### src/rtl/victim_cache_pkg.sv
// Shared types for the victim cache: LC-3b word/line/tag types, the victim entry
// record and the controller state encoding.
package victim_cache_pkg;

  typedef logic [15:0]  lc3b_word;
  typedef logic [127:0] lc3b_cacheline;
  typedef logic [11:0]  lc3b_ctag;

  localparam int VC_ENTRIES = 4;

  typedef struct packed {
    logic          valid;
    logic          dirty;
    lc3b_ctag      tag;
    lc3b_cacheline data;
  } victim_entry_t;

  typedef enum logic [1:0] {
    VC_IDLE,
    VC_DRAIN,
    VC_FETCH
  } vc_state_e;

  function automatic lc3b_ctag line_tag(input lc3b_word addr);
    return addr[15:4];
  endfunction

endpackage

### src/rtl/victim_cache_if.sv
// L1-side and memory-side bus bundle of the victim cache; slave = cache, master = L1/memory.
interface victim_cache_if;
  import victim_cache_pkg::*;

  logic          eviction;
  logic          l1_read;
  logic          l1_write;
  lc3b_word      l1_address;
  lc3b_cacheline l1_wdata;
  lc3b_cacheline l1_rdata;
  logic          l1_resp;
  logic          pmem_read;
  logic          pmem_write;
  lc3b_word      pmem_address;
  lc3b_cacheline pmem_wdata;
  lc3b_cacheline pmem_rdata;
  logic          pmem_resp;

  modport slave (
    input  eviction, l1_read, l1_write, l1_address, l1_wdata, pmem_rdata, pmem_resp,
    output l1_rdata, l1_resp, pmem_read, pmem_write, pmem_address, pmem_wdata
  );

  modport master (
    output eviction, l1_read, l1_write, l1_address, l1_wdata, pmem_rdata, pmem_resp,
    input  l1_rdata, l1_resp, pmem_read, pmem_write, pmem_address, pmem_wdata
  );
endinterface

### src/rtl/victim_cache_array.sv
// Fully-associative victim storage: parallel tag compare, hit / first-free lookup,
// round-robin replacement pointer, one write port and one invalidate port.
module victim_cache_array
  import victim_cache_pkg::*;
#(
  parameter  int ENTRIES = VC_ENTRIES,
  localparam int IW      = $clog2(ENTRIES)
) (
  input  logic          clk,
  input  logic          rst,
  input  lc3b_ctag      lookup_tag,
  input  logic          wr_en,
  input  logic [IW-1:0] wr_idx,
  input  victim_entry_t wr_entry,
  input  logic          inv_en,
  input  logic [IW-1:0] inv_idx,
  input  logic          rr_adv,
  output logic          hit,
  output logic [IW-1:0] hit_idx,
  output victim_entry_t hit_entry,
  output logic          free,
  output logic [IW-1:0] free_idx,
  output logic [IW-1:0] rr_idx,
  output victim_entry_t rr_entry
);

  victim_entry_t      entries_q [ENTRIES];
  victim_entry_t      entries_d [ENTRIES];
  logic [IW-1:0]      rr_q, rr_d;
  logic [ENTRIES-1:0] match;
  logic [ENTRIES-1:0] empty;

  for (genvar gi = 0; gi < ENTRIES; gi++) begin : g_cmp
    assign match[gi] = entries_q[gi].valid && (entries_q[gi].tag == lookup_tag);
    assign empty[gi] = !entries_q[gi].valid;
  end

  // Scan downwards so the lowest matching / free index wins.
  always_comb begin
    hit      = 1'b0;
    hit_idx  = '0;
    free     = 1'b0;
    free_idx = '0;
    for (int i = ENTRIES - 1; i >= 0; i--) begin
      if (match[i]) begin
        hit     = 1'b1;
        hit_idx = IW'(i);
      end
      if (empty[i]) begin
        free     = 1'b1;
        free_idx = IW'(i);
      end
    end
  end

  assign hit_entry = entries_q[hit_idx];
  assign rr_idx    = rr_q;
  assign rr_entry  = entries_q[rr_q];

  always_comb begin
    entries_d = entries_q;
    if (inv_en) entries_d[inv_idx].valid = 1'b0;
    if (wr_en)  entries_d[wr_idx] = wr_entry;
    rr_d = rr_adv ? rr_q + IW'(1) : rr_q;
  end

  always_ff @(posedge clk or posedge rst) begin
    if (rst) begin
      for (int i = 0; i < ENTRIES; i++) entries_q[i] <= '0;
      rr_q <= '0;
    end else begin
      entries_q <= entries_d;
      rr_q      <= rr_d;
    end
  end

endmodule

### src/rtl/victim_cache.sv
// Victim cache controller: IDLE/DRAIN/FETCH FSM plus one-line write-back buffer.
// Optional VICTIM_HIT_UNDER_DRAIN_EN lets read hits be answered while draining.
module victim_cache
  import victim_cache_pkg::*;
#(
  parameter int ENTRIES = VC_ENTRIES
) (
  input logic           clk,
  input logic           rst,
  victim_cache_if.slave bus
);

  localparam int IW = $clog2(ENTRIES);

  vc_state_e     state_q, state_d;
  logic          wb_valid_q, wb_valid_d;
  lc3b_cacheline wb_data_q, wb_data_d;
  logic          pmem_read_q, pmem_read_d;
  lc3b_word      pmem_address_q, pmem_address_d;

  logic          hit, free, wr_en, inv_en, rr_adv, hit_ok_state;
  logic [IW-1:0] hit_idx, free_idx, rr_idx, wr_idx;
  victim_entry_t hit_entry, rr_entry, wr_entry;
  logic          l1_resp_c;
  lc3b_cacheline l1_rdata_c;
  lc3b_ctag      req_tag;
  logic          unused_addr_bits;

  assign req_tag          = line_tag(bus.l1_address);
  assign unused_addr_bits = ^bus.l1_address[3:0];

`ifdef VICTIM_HIT_UNDER_DRAIN_EN
  assign hit_ok_state = (state_q == VC_IDLE) || (state_q == VC_DRAIN);
`else
  assign hit_ok_state = (state_q == VC_IDLE);
`endif

  victim_cache_array #(.ENTRIES(ENTRIES)) u_array (
    .clk       (clk),
    .rst       (rst),
    .lookup_tag(req_tag),
    .wr_en     (wr_en),
    .wr_idx    (wr_idx),
    .wr_entry  (wr_entry),
    .inv_en    (inv_en),
    .inv_idx   (hit_idx),
    .rr_adv    (rr_adv),
    .hit       (hit),
    .hit_idx   (hit_idx),
    .hit_entry (hit_entry),
    .free      (free),
    .free_idx  (free_idx),
    .rr_idx    (rr_idx),
    .rr_entry  (rr_entry)
  );

  always_comb begin
    state_d        = state_q;
    wb_valid_d     = wb_valid_q;
    wb_data_d      = wb_data_q;
    pmem_read_d    = pmem_read_q;
    pmem_address_d = pmem_address_q;
    wr_en          = 1'b0;
    wr_idx         = rr_idx;
    wr_entry       = '0;
    inv_en         = 1'b0;
    rr_adv         = 1'b0;
    l1_resp_c      = 1'b0;
    l1_rdata_c     = '0;

    // A dirty hit stays resident: L1 takes it clean, we keep write-back duty.
    if (hit_ok_state && bus.l1_read && !bus.eviction && hit) begin
      l1_resp_c  = 1'b1;
      l1_rdata_c = hit_entry.data;
      inv_en     = !hit_entry.dirty;
    end

    case (state_q)
      VC_IDLE: begin
        if (bus.eviction) begin
          wr_en     = 1'b1;
          wr_entry  = '{valid: 1'b1, dirty: bus.l1_write, tag: req_tag, data: bus.l1_wdata};
          l1_resp_c = bus.l1_write;
          if (hit) begin
            wr_idx         = hit_idx;
            wr_entry.dirty = hit_entry.dirty | bus.l1_write;
          end else if (free) begin
            wr_idx = free_idx;
          end else begin
            rr_adv = 1'b1;
            if (rr_entry.dirty) begin
              wb_valid_d     = 1'b1;
              wb_data_d      = rr_entry.data;
              pmem_address_d = {rr_entry.tag, 4'h0};
              state_d        = VC_DRAIN;
            end
          end
        end else if (bus.l1_read && !hit) begin
          pmem_read_d    = 1'b1;
          pmem_address_d = {req_tag, 4'h0};
          state_d        = VC_FETCH;
        end
      end
      VC_DRAIN: begin
        if (bus.pmem_resp) begin
          wb_valid_d     = 1'b0;
          wb_data_d      = '0;
          pmem_address_d = '0;
          state_d        = VC_IDLE;
        end
      end
      VC_FETCH: begin
        if (bus.pmem_resp) begin
          l1_resp_c      = 1'b1;
          l1_rdata_c     = bus.pmem_rdata;
          pmem_read_d    = 1'b0;
          pmem_address_d = '0;
          state_d        = VC_IDLE;
        end
      end
      default: state_d = VC_IDLE;
    endcase
  end

  always_ff @(posedge clk or posedge rst) begin
    if (rst) begin
      state_q        <= VC_IDLE;
      wb_valid_q     <= 1'b0;
      wb_data_q      <= '0;
      pmem_read_q    <= 1'b0;
      pmem_address_q <= '0;
    end else begin
      state_q        <= state_d;
      wb_valid_q     <= wb_valid_d;
      wb_data_q      <= wb_data_d;
      pmem_read_q    <= pmem_read_d;
      pmem_address_q <= pmem_address_d;
    end
  end

  // The buffer tag lives in pmem_address_q while draining.
  assign bus.l1_resp      = l1_resp_c;
  assign bus.l1_rdata     = l1_rdata_c;
  assign bus.pmem_read    = pmem_read_q;
  assign bus.pmem_write   = wb_valid_q;
  assign bus.pmem_address = pmem_address_q;
  assign bus.pmem_wdata   = wb_data_q;

endmodule

### src/flat_wrapper.sv
// flat-port wrapper written by rule: the top's interface ports become plain ports
module victim_cache_flat import victim_cache_pkg::*;
#(
  parameter int ENTRIES = VC_ENTRIES
)
  (clk, rst, bus_eviction, bus_l1_read, bus_l1_write, bus_l1_address, bus_l1_wdata, bus_pmem_rdata, bus_pmem_resp, bus_l1_rdata, bus_l1_resp, bus_pmem_read, bus_pmem_write, bus_pmem_address, bus_pmem_wdata);
  victim_cache_if bus_i ();
  input logic clk;
  input logic rst;
  input wire logic [$bits(bus_i.eviction)-1:0] bus_eviction;
  input wire logic [$bits(bus_i.l1_read)-1:0] bus_l1_read;
  input wire logic [$bits(bus_i.l1_write)-1:0] bus_l1_write;
  input wire logic [$bits(bus_i.l1_address)-1:0] bus_l1_address;
  input wire logic [$bits(bus_i.l1_wdata)-1:0] bus_l1_wdata;
  input wire logic [$bits(bus_i.pmem_rdata)-1:0] bus_pmem_rdata;
  input wire logic [$bits(bus_i.pmem_resp)-1:0] bus_pmem_resp;
  output wire logic [$bits(bus_i.l1_rdata)-1:0] bus_l1_rdata;
  output wire logic [$bits(bus_i.l1_resp)-1:0] bus_l1_resp;
  output wire logic [$bits(bus_i.pmem_read)-1:0] bus_pmem_read;
  output wire logic [$bits(bus_i.pmem_write)-1:0] bus_pmem_write;
  output wire logic [$bits(bus_i.pmem_address)-1:0] bus_pmem_address;
  output wire logic [$bits(bus_i.pmem_wdata)-1:0] bus_pmem_wdata;
  assign bus_i.eviction = bus_eviction;
  assign bus_i.l1_read = bus_l1_read;
  assign bus_i.l1_write = bus_l1_write;
  assign bus_i.l1_address = bus_l1_address;
  assign bus_i.l1_wdata = bus_l1_wdata;
  assign bus_i.pmem_rdata = bus_pmem_rdata;
  assign bus_i.pmem_resp = bus_pmem_resp;
  assign bus_l1_rdata = bus_i.l1_rdata;
  assign bus_l1_resp = bus_i.l1_resp;
  assign bus_pmem_read = bus_i.pmem_read;
  assign bus_pmem_write = bus_i.pmem_write;
  assign bus_pmem_address = bus_i.pmem_address;
  assign bus_pmem_wdata = bus_i.pmem_wdata;
  victim_cache #(.ENTRIES(ENTRIES)) u_core (.clk(clk), .rst(rst), .bus(bus_i));
endmodule
### config.mk
export PLATFORM = sky130hd
export DESIGN_NAME = victim_cache_flat
export DESIGN_NICKNAME = d
export VERILOG_FILES = /design/src/rtl/victim_cache_pkg.sv /design/src/rtl/victim_cache_if.sv /design/src/rtl/victim_cache_array.sv /design/src/rtl/victim_cache.sv /design/src/flat_wrapper.sv
export SDC_FILE = /design/constraint.sdc
export NUM_CORES = 2
export LEC_CHECK = 0
export ABC_AREA = 0
export CAP_MARGIN = 20
export CORE_AREA = 2 2 260 262
export CTS_CLUSTER_DIAMETER = 200
export CTS_CLUSTER_SIZE = 25
export DETAILED_ROUTE_END_ITERATION = 10
export DIE_AREA = 0 0 262 264
export HOLD_SLACK_MARGIN = 0.08
export PLACE_DENSITY = 0.87
export SYNTH_ARGS = -nofsm -noshare
export SYNTH_HDL_FRONTEND = slang
export SYNTH_SLANG_ARGS = --single-unit
### constraint.sdc
create_clock -name clk -period 27.2 [get_ports clk]
set_input_delay 5.44 -clock clk [delete_from_list [all_inputs] [get_ports clk]]
set_output_delay 5.44 -clock clk [all_outputs]
set_load 0.02 [all_outputs]
Yosys cells after proc, flatten, opt, wreduce, memory -nomap -nowiden

Cells that the tools add are included.

Bits in registers: 718
Input port bits: 278

Add/subtract/negate cells: 1
Order comparisons: 5
Eq/ne operators: 19
Muxes and demuxes: 80
Bitwise operators: 4
Reduce and logical (&&, ||, !) cells: 22

Operators by type and width:

| operator                                                    | count |
|---|---|
| bitwise mux 568 bit                                         | 2 |
| two-way mux 568 bit                                         | 2 |
| two-way mux 128 bit                                         | 8 |
| binary-select mux 142 bit (select 2 bit)                    | 2 |
| demux 142 bit (select 2 bit)                                | 2 |
| two-way mux 142 bit                                         | 4 |
| two-way mux 141 bit                                         | 4 |
| one-hot mux 128 bit (2 select lines)                        | 1 |
| two-way mux 16 bit                                          | 6 |
| equality test 12 bit                                        | 4 |
| two-way mux 2 bit                                           | 18 |
| one-hot mux 16 bit (2 select lines)                         | 1 |
| two-way mux 1 bit                                           | 26 |
| != test 2 bit (second input constant)                       | 8 |
| != test 3 bit (second input constant)                       | 4 |
| AND reduction 6 bit                                         | 2 |
| logical AND 1 bit                                           | 10 |
| >= comparator 3 bit (second input constant)                 | 3 |
| NOT 2 -> 3 bit                                              | 3 |
| less-than comparator 3 x 1 -> 1 bit (second input constant) | 2 |
| one-hot mux 1 bit (2 select lines)                          | 3 |
| nonzero test 2 bit                                          | 3 |
| AND reduction 5 bit                                         | 1 |
| one-hot mux 2 bit (2 select lines)                          | 1 |
| other kinds (9)                                             | 11 |

Longest topological paths before layout

Depth after elaboration: 16
Gate-level depth with buffers: 11
Depth with buffers taken out: 7

Modules after synthesis

From an unflattened synthesis, not the netlist that was laid out.

Cell total of the unflattened synthesis: 2957
Area, all modules: 39317.7 um^2

Modules (own cells, without submodules):

| module             | instances | cells each | area each (um^2) | sequential area each (um^2) |
|---|---|---|---|---|
| victim_cache_array | 1         | 1957       | 29713.5          | 14263.7 |
| victim_cache       | 1         | 1000       | 9604.2           | 3603.5 |

Worst setup path after synthesis

Ideal clock, no wire load.

Path type: input to output
Start point: input bus_l1_address[11]
End point: output bus_l1_rdata[100]
Data arrival time: 7.823 ns
Required time: 21.760 ns
Setup slack: 13.937 ns
Stages on the path: 9
Path buffers: 3
Path through: buf_2 xnor2_1 nand4_1 or4_1 nor2_1 buf_2 clkbuf_1 a221oi_1 a311oi_1

Longest elaborated chain between the ends: 13
Elaborated cells on any way between the ends: 24
Those cells by class: eq/ne: 4; mux: 14; bitwise: 1; reduce/logical: 5

RTL lines:

| item                                                   | line                     | source |
|---|---|---|
| start: declaration                                     | flat_wrapper.sv:13       | `input wire logic [$bits(bus_i.l1_address)-1:0] bus_l1_address;` |
| equality test 12 bit                                   | victim_cache_array.sv:34 | `assign match[gi] = entries_q[gi].valid && (entries_q[gi].tag == lookup_tag);` |
| logical AND 1 bit                                      | victim_cache_array.sv:34 |  |
| two-way mux 2 bit (4 in a row)                         | victim_cache_array.sv:45 | `if (match[i]) begin` |
| NOT 2 -> 3 bit (not written as such)                   | victim_cache_array.sv:56 | `assign hit_entry = entries_q[hit_idx];` |
| binary-select mux 142 bit (select 2 bit)               | victim_cache_array.sv:56 |  |
| two-way mux 141 bit (not written as such) (2 in a row) | victim_cache_array.sv:56 |  |
| two-way mux 128 bit *                                  | victim_cache.sv:72       | `if (hit_ok_state && bus.l1_read && !bus.eviction && hit) begin` |
| two-way mux 128 bit                                    | victim_cache.sv:113      | `if (bus.pmem_resp) begin` |
| two-way mux 128 bit *                                  | victim_cache.sv:78       | `case (state_q)` |
| end: declaration                                       | flat_wrapper.sv:17       | `output wire logic [$bits(bus_i.l1_rdata)-1:0] bus_l1_rdata;` |

Every way passes the cells marked *; elsewhere a longest branch is shown, timed or not. The select of a mux whose other input is x is not followed.

Worst setup path in the final report

Start point: input bus_l1_address[8]
End point: output bus_l1_rdata[21]

The elaborated chain is that of the path after synthesis.

==> metrics.md <==
| Metric | Value |
|---|---|
| Area share of the largest cell type after synthesis | `49.4%` |
| CTS root buf | `clkbuf_16` |
| Compound-gate portion of the synthesized area | `9.96%` |
| Synth unique cells | `56` |
| Largest family of logic cells by synthesized area | `multiplexers` |
| Sequential power share | `41.1%` |
| Worst setup EP type | `output port` |
| Max-slew violation count | `0` |
| # fillers | `4,875` |
| Post-Synth Adder-Cell Area | `0.138%` |
| Row count | `95` |
| VDD IR-drop max | `114 uV` |
| Sequential share of the synthesized area | `49.4%` |
| Core area | `0.0666 sq mm` |
| RSZ-0062 raised after global routing | `no` |
| Net Sw Power | `0.00185 W` |
| Synth Flop Type | `dfrtp_1` |
| CTS resizes | `0` |
| Synth Warn # | `0` |
| Clock Skews | `0.0262 ns` |
| H-tree levels | `2` |
| IO Pins | `553` |
| Cts hold-fix bufs | `0` |
| Register bit total from synthesis | `714` |
| Power density over the cells | `113 mW/mm^2` |
| Port Buffers | `544` |
| Pleak | `18.8 nW` |
| Cells after synthesis | `2,796` |
| Post-DRT Antenna Nets | `0` |
| Combinational Power Share | `46.8%` |
| WHS | `0.498 ns` |
| CTS tree | `done` |
| Final setup viols | `0` |
| Placer Congestion | `0.854` |
| Vias | `27,445` |
| Sum Neg Setup Slack | `0 ns` |
| Post-Route WL | `113,000 um` |
| Gr usage total | `32.1%` |
| DRC | `0` |
| Die span in y | `264 um` |
| Post-synth EDFFs | `0` |
| First-pass GRT wire length | `171,000 um` |
| Max Cap Viol | `0` |
| GRT overflow | `0` |
| Layout area overhead | `18.6%` |
| Starting DRT DRC Count | `3,094` |
| Mapped Avg Cell Area | `12.9 sq um` |
| Clock transition at path regs | `0.10 ns` |
| Fmax | `63.1 MHz` |
| Top-count cell post-synth | `dfrtp_1` |
| CTS max path bufs | `3` |
| Setup bufs post-CTS | `0` |
| Outcome | `completed` |
| Synthesized cell area | `0.0362 sq mm` |
| Clock sinks | `714` |
| Worst-Margin Slew | `1.19 ns` |
| CP Data Required Time | `21.76 ns` |
| Die width | `262 um` |
| Ys async rst share | `100%` |
| Crit Path Category | `in -> out` |
| Initial antenna violation count | `24` |
| Largest net degree at the start of global routing | `190` |
| TritonCTS Buffers | `34` |
| Critical Path AT | `10.42 ns` |
| Drt wl/cell | `27.9 um` |
| Via/cell ratio | `6.78` |
| Tmin final | `15.86 ns` |
| Crit path launch type | `primary input` |
| Synth top area cells | `dfrtp_1 49%, mux2_2 13%, mux4_2 8.7%, mux2_4 3.3%, a22o_1 3.1%` |
| Cell taking the most area after synthesis | `dfrtp_1` |
| Fin. Hold Viols | `0` |
| Min-Delay Path Class | `reg -> reg` |
| Initial core utilization | `54.4%` |
| Int Pwr | `0.00302 W` |
| Vias in the first global route | `28,477` |
| Final core occ | `64.5%` |
| Nets | `3,432` |
| Sw Ratio | `38.0%` |
| Clock network power share | `12.2%` |
| Final period utilization | `58.3%` |
| Mux share of post-synthesis cell area | `27.8%` |
| Drt first pass iters | `5` |
| Area of the die | `0.0692 sq mm` |
| Layout cells sized above 1 | `23.3%` |
| Xor/xnor cell area share of the yosys netlist | `1.21%` |
| Worst skew pair latency | `0.58 ns` |
| Simple-gate share of the synthesized area | `7.65%` |
| Synth cell count leaders | `714 x dfrtp_1, 404 x mux2_2, 274 x nand2_1, 145 x nor2_1, 140 x mux4_2` |
| Max-slew headroom | `20.7%` |
| Crit-path max FO | `52` |
| Post-DP HPWL | `66,900 um` |
-- cell usage in the layout (no fill, tap or decap), types with 3 or more instances in the layout --
cell	Yosys	layout
nand2_1	274	272
dfrtp_1	714	712
mux4_2	140	140
diode_2	0	19
o21ai_0	8	8
mux2_2	404	404
a22o_1	129	129
buf_4	21	36
o211ai_1	4	4
nor4_1	3	3
or4_1	3	3
nand3_1	7	7
nor2_1	145	142
inv_1	10	9
conb_1	1	4
clkdlybuf4s50_1	0	543
buf_12	0	4
a311oi_1	128	128
nor2_4	0	3
xnor2_1	50	50
mux2_4	79	79
a21oi_1	4	4
a221oi_1	128	128
ha_1	4	3
mux2_1	90	90
clkbuf_16	0	37
nor4_4	3	3
nand4_1	9	9
mux2i_1	17	17
and3_1	138	138
-- layout make-up --
type / count / area, sq um / area share [%]
Clock inverter: 1 / 16.3 / 0.0379
Sequential cell: 714 / 17900 / 41.6
Tap cell: 873 / 1090 / 2.55
Inverter: 10 / 45.0 / 0.105
Multi-Input combinational cell: 1804 / 17100 / 39.8
Antenna cell: 19 / 47.5 / 0.111
Timing Repair Buffer: 586 / 5850 / 13.6
Clock buffer: 38 / 930 / 2.17
-- critical path, cell delays in order --
cell and delay (ns):
clkdlybuf4s50_1 0.69, xnor2_1 0.19, nand4_1 0.24, or4_1 0.70, nor2_4 0.89, buf_4 0.76
a221oi_1 0.21, a311oi_1 0.53, clkdlybuf4s50_1 0.72
-- state kept, by name, summed over array words and instances (netlist names) --
register	cells
u_core.u_array.rr_idx	2
u_core.state_q	2
u_core.bus.pmem_wdata	128
u_core.bus.pmem_write	1
u_core.bus.pmem_read	1
u_core.u_array.entries_q	568
u_core.bus.pmem_address	12
-- power groups by stage --
| stage | clock, W | combinational (W) | sequential (W) |
|---|---|---|---|
| floorplan | 0 | 0.00153 | 0.00195 |
| global placement | 0 | 0.00221 | 0.00196 |
| detailed placement | 0 | 0.00227 | 0.00200 |
| CTS | 0.000601 | 0.00227 | 0.00198 |
| global route | 0.000635 | 0.00241 | 0.00205 |
| finish | 0.000593 | 0.00228 | 0.00200 |
-- per-stage QoR --
step	setup WS (ns)	cells	power, W	instance area, sq um
after floorplan	1.73	2799	0.00348	36200
after global placement	11.41	3984	0.00418	41900
after detailed placement	11.42	3984	0.00426	41900
after CTS	11.41	4023	0.00485	42800
after global routing	11.22	4044	0.00509	42900
final	11.34	4045	0.00487	42900
-- per-layer routing --
layer | share of wire (%) | wire length, um | track usage, % | up-vias
met5 | 0.071 | 80 | 0 | -
met4 | 5.1 | 5770 | 18.0 | 12
met3 | 9.7 | 11000 | 7.17 | 351
met2 | 47 | 53300 | 49.6 | 1761
met1 | 38 | 42800 | 41.9 | 14074
li1 | - | - | - | 11247
-- logic make-up (layout without fill, tap and decap cells) --
logic type	count (synthesis)	in the layout
xor gates and xnor gates	50	50
adders and majority gates	4	4
and+or+nand+nor	601	601
muxes	730	730
other	1	23
buffers and inverters	281	635
DFF	714	714
AOI/OAI and AO/OA	415	415
-- worst paths after layout --
path                                            start                            end  slack [ns]  cells past startpoint
max in group asynchronous                         rst  u_core.u_array.entries_q[510]       19.31                      4
setup reg to reg                    u_core.state_q[0]  u_core.u_array.entries_q[550]       22.56                      8
hold / removal             u_core.bus.pmem_address[9]     u_core.bus.pmem_address[9]        0.50                      1
min in group asynchronous                         rst      u_core.bus.pmem_wdata[20]        5.41                      2
hold reg to reg            u_core.bus.pmem_address[9]     u_core.bus.pmem_address[9]        0.50                      1
setup / recovery                    bus_l1_address[8]               bus_l1_rdata[21]       11.34                      9
Note: power is estimated with default switching activity, not from simulation.
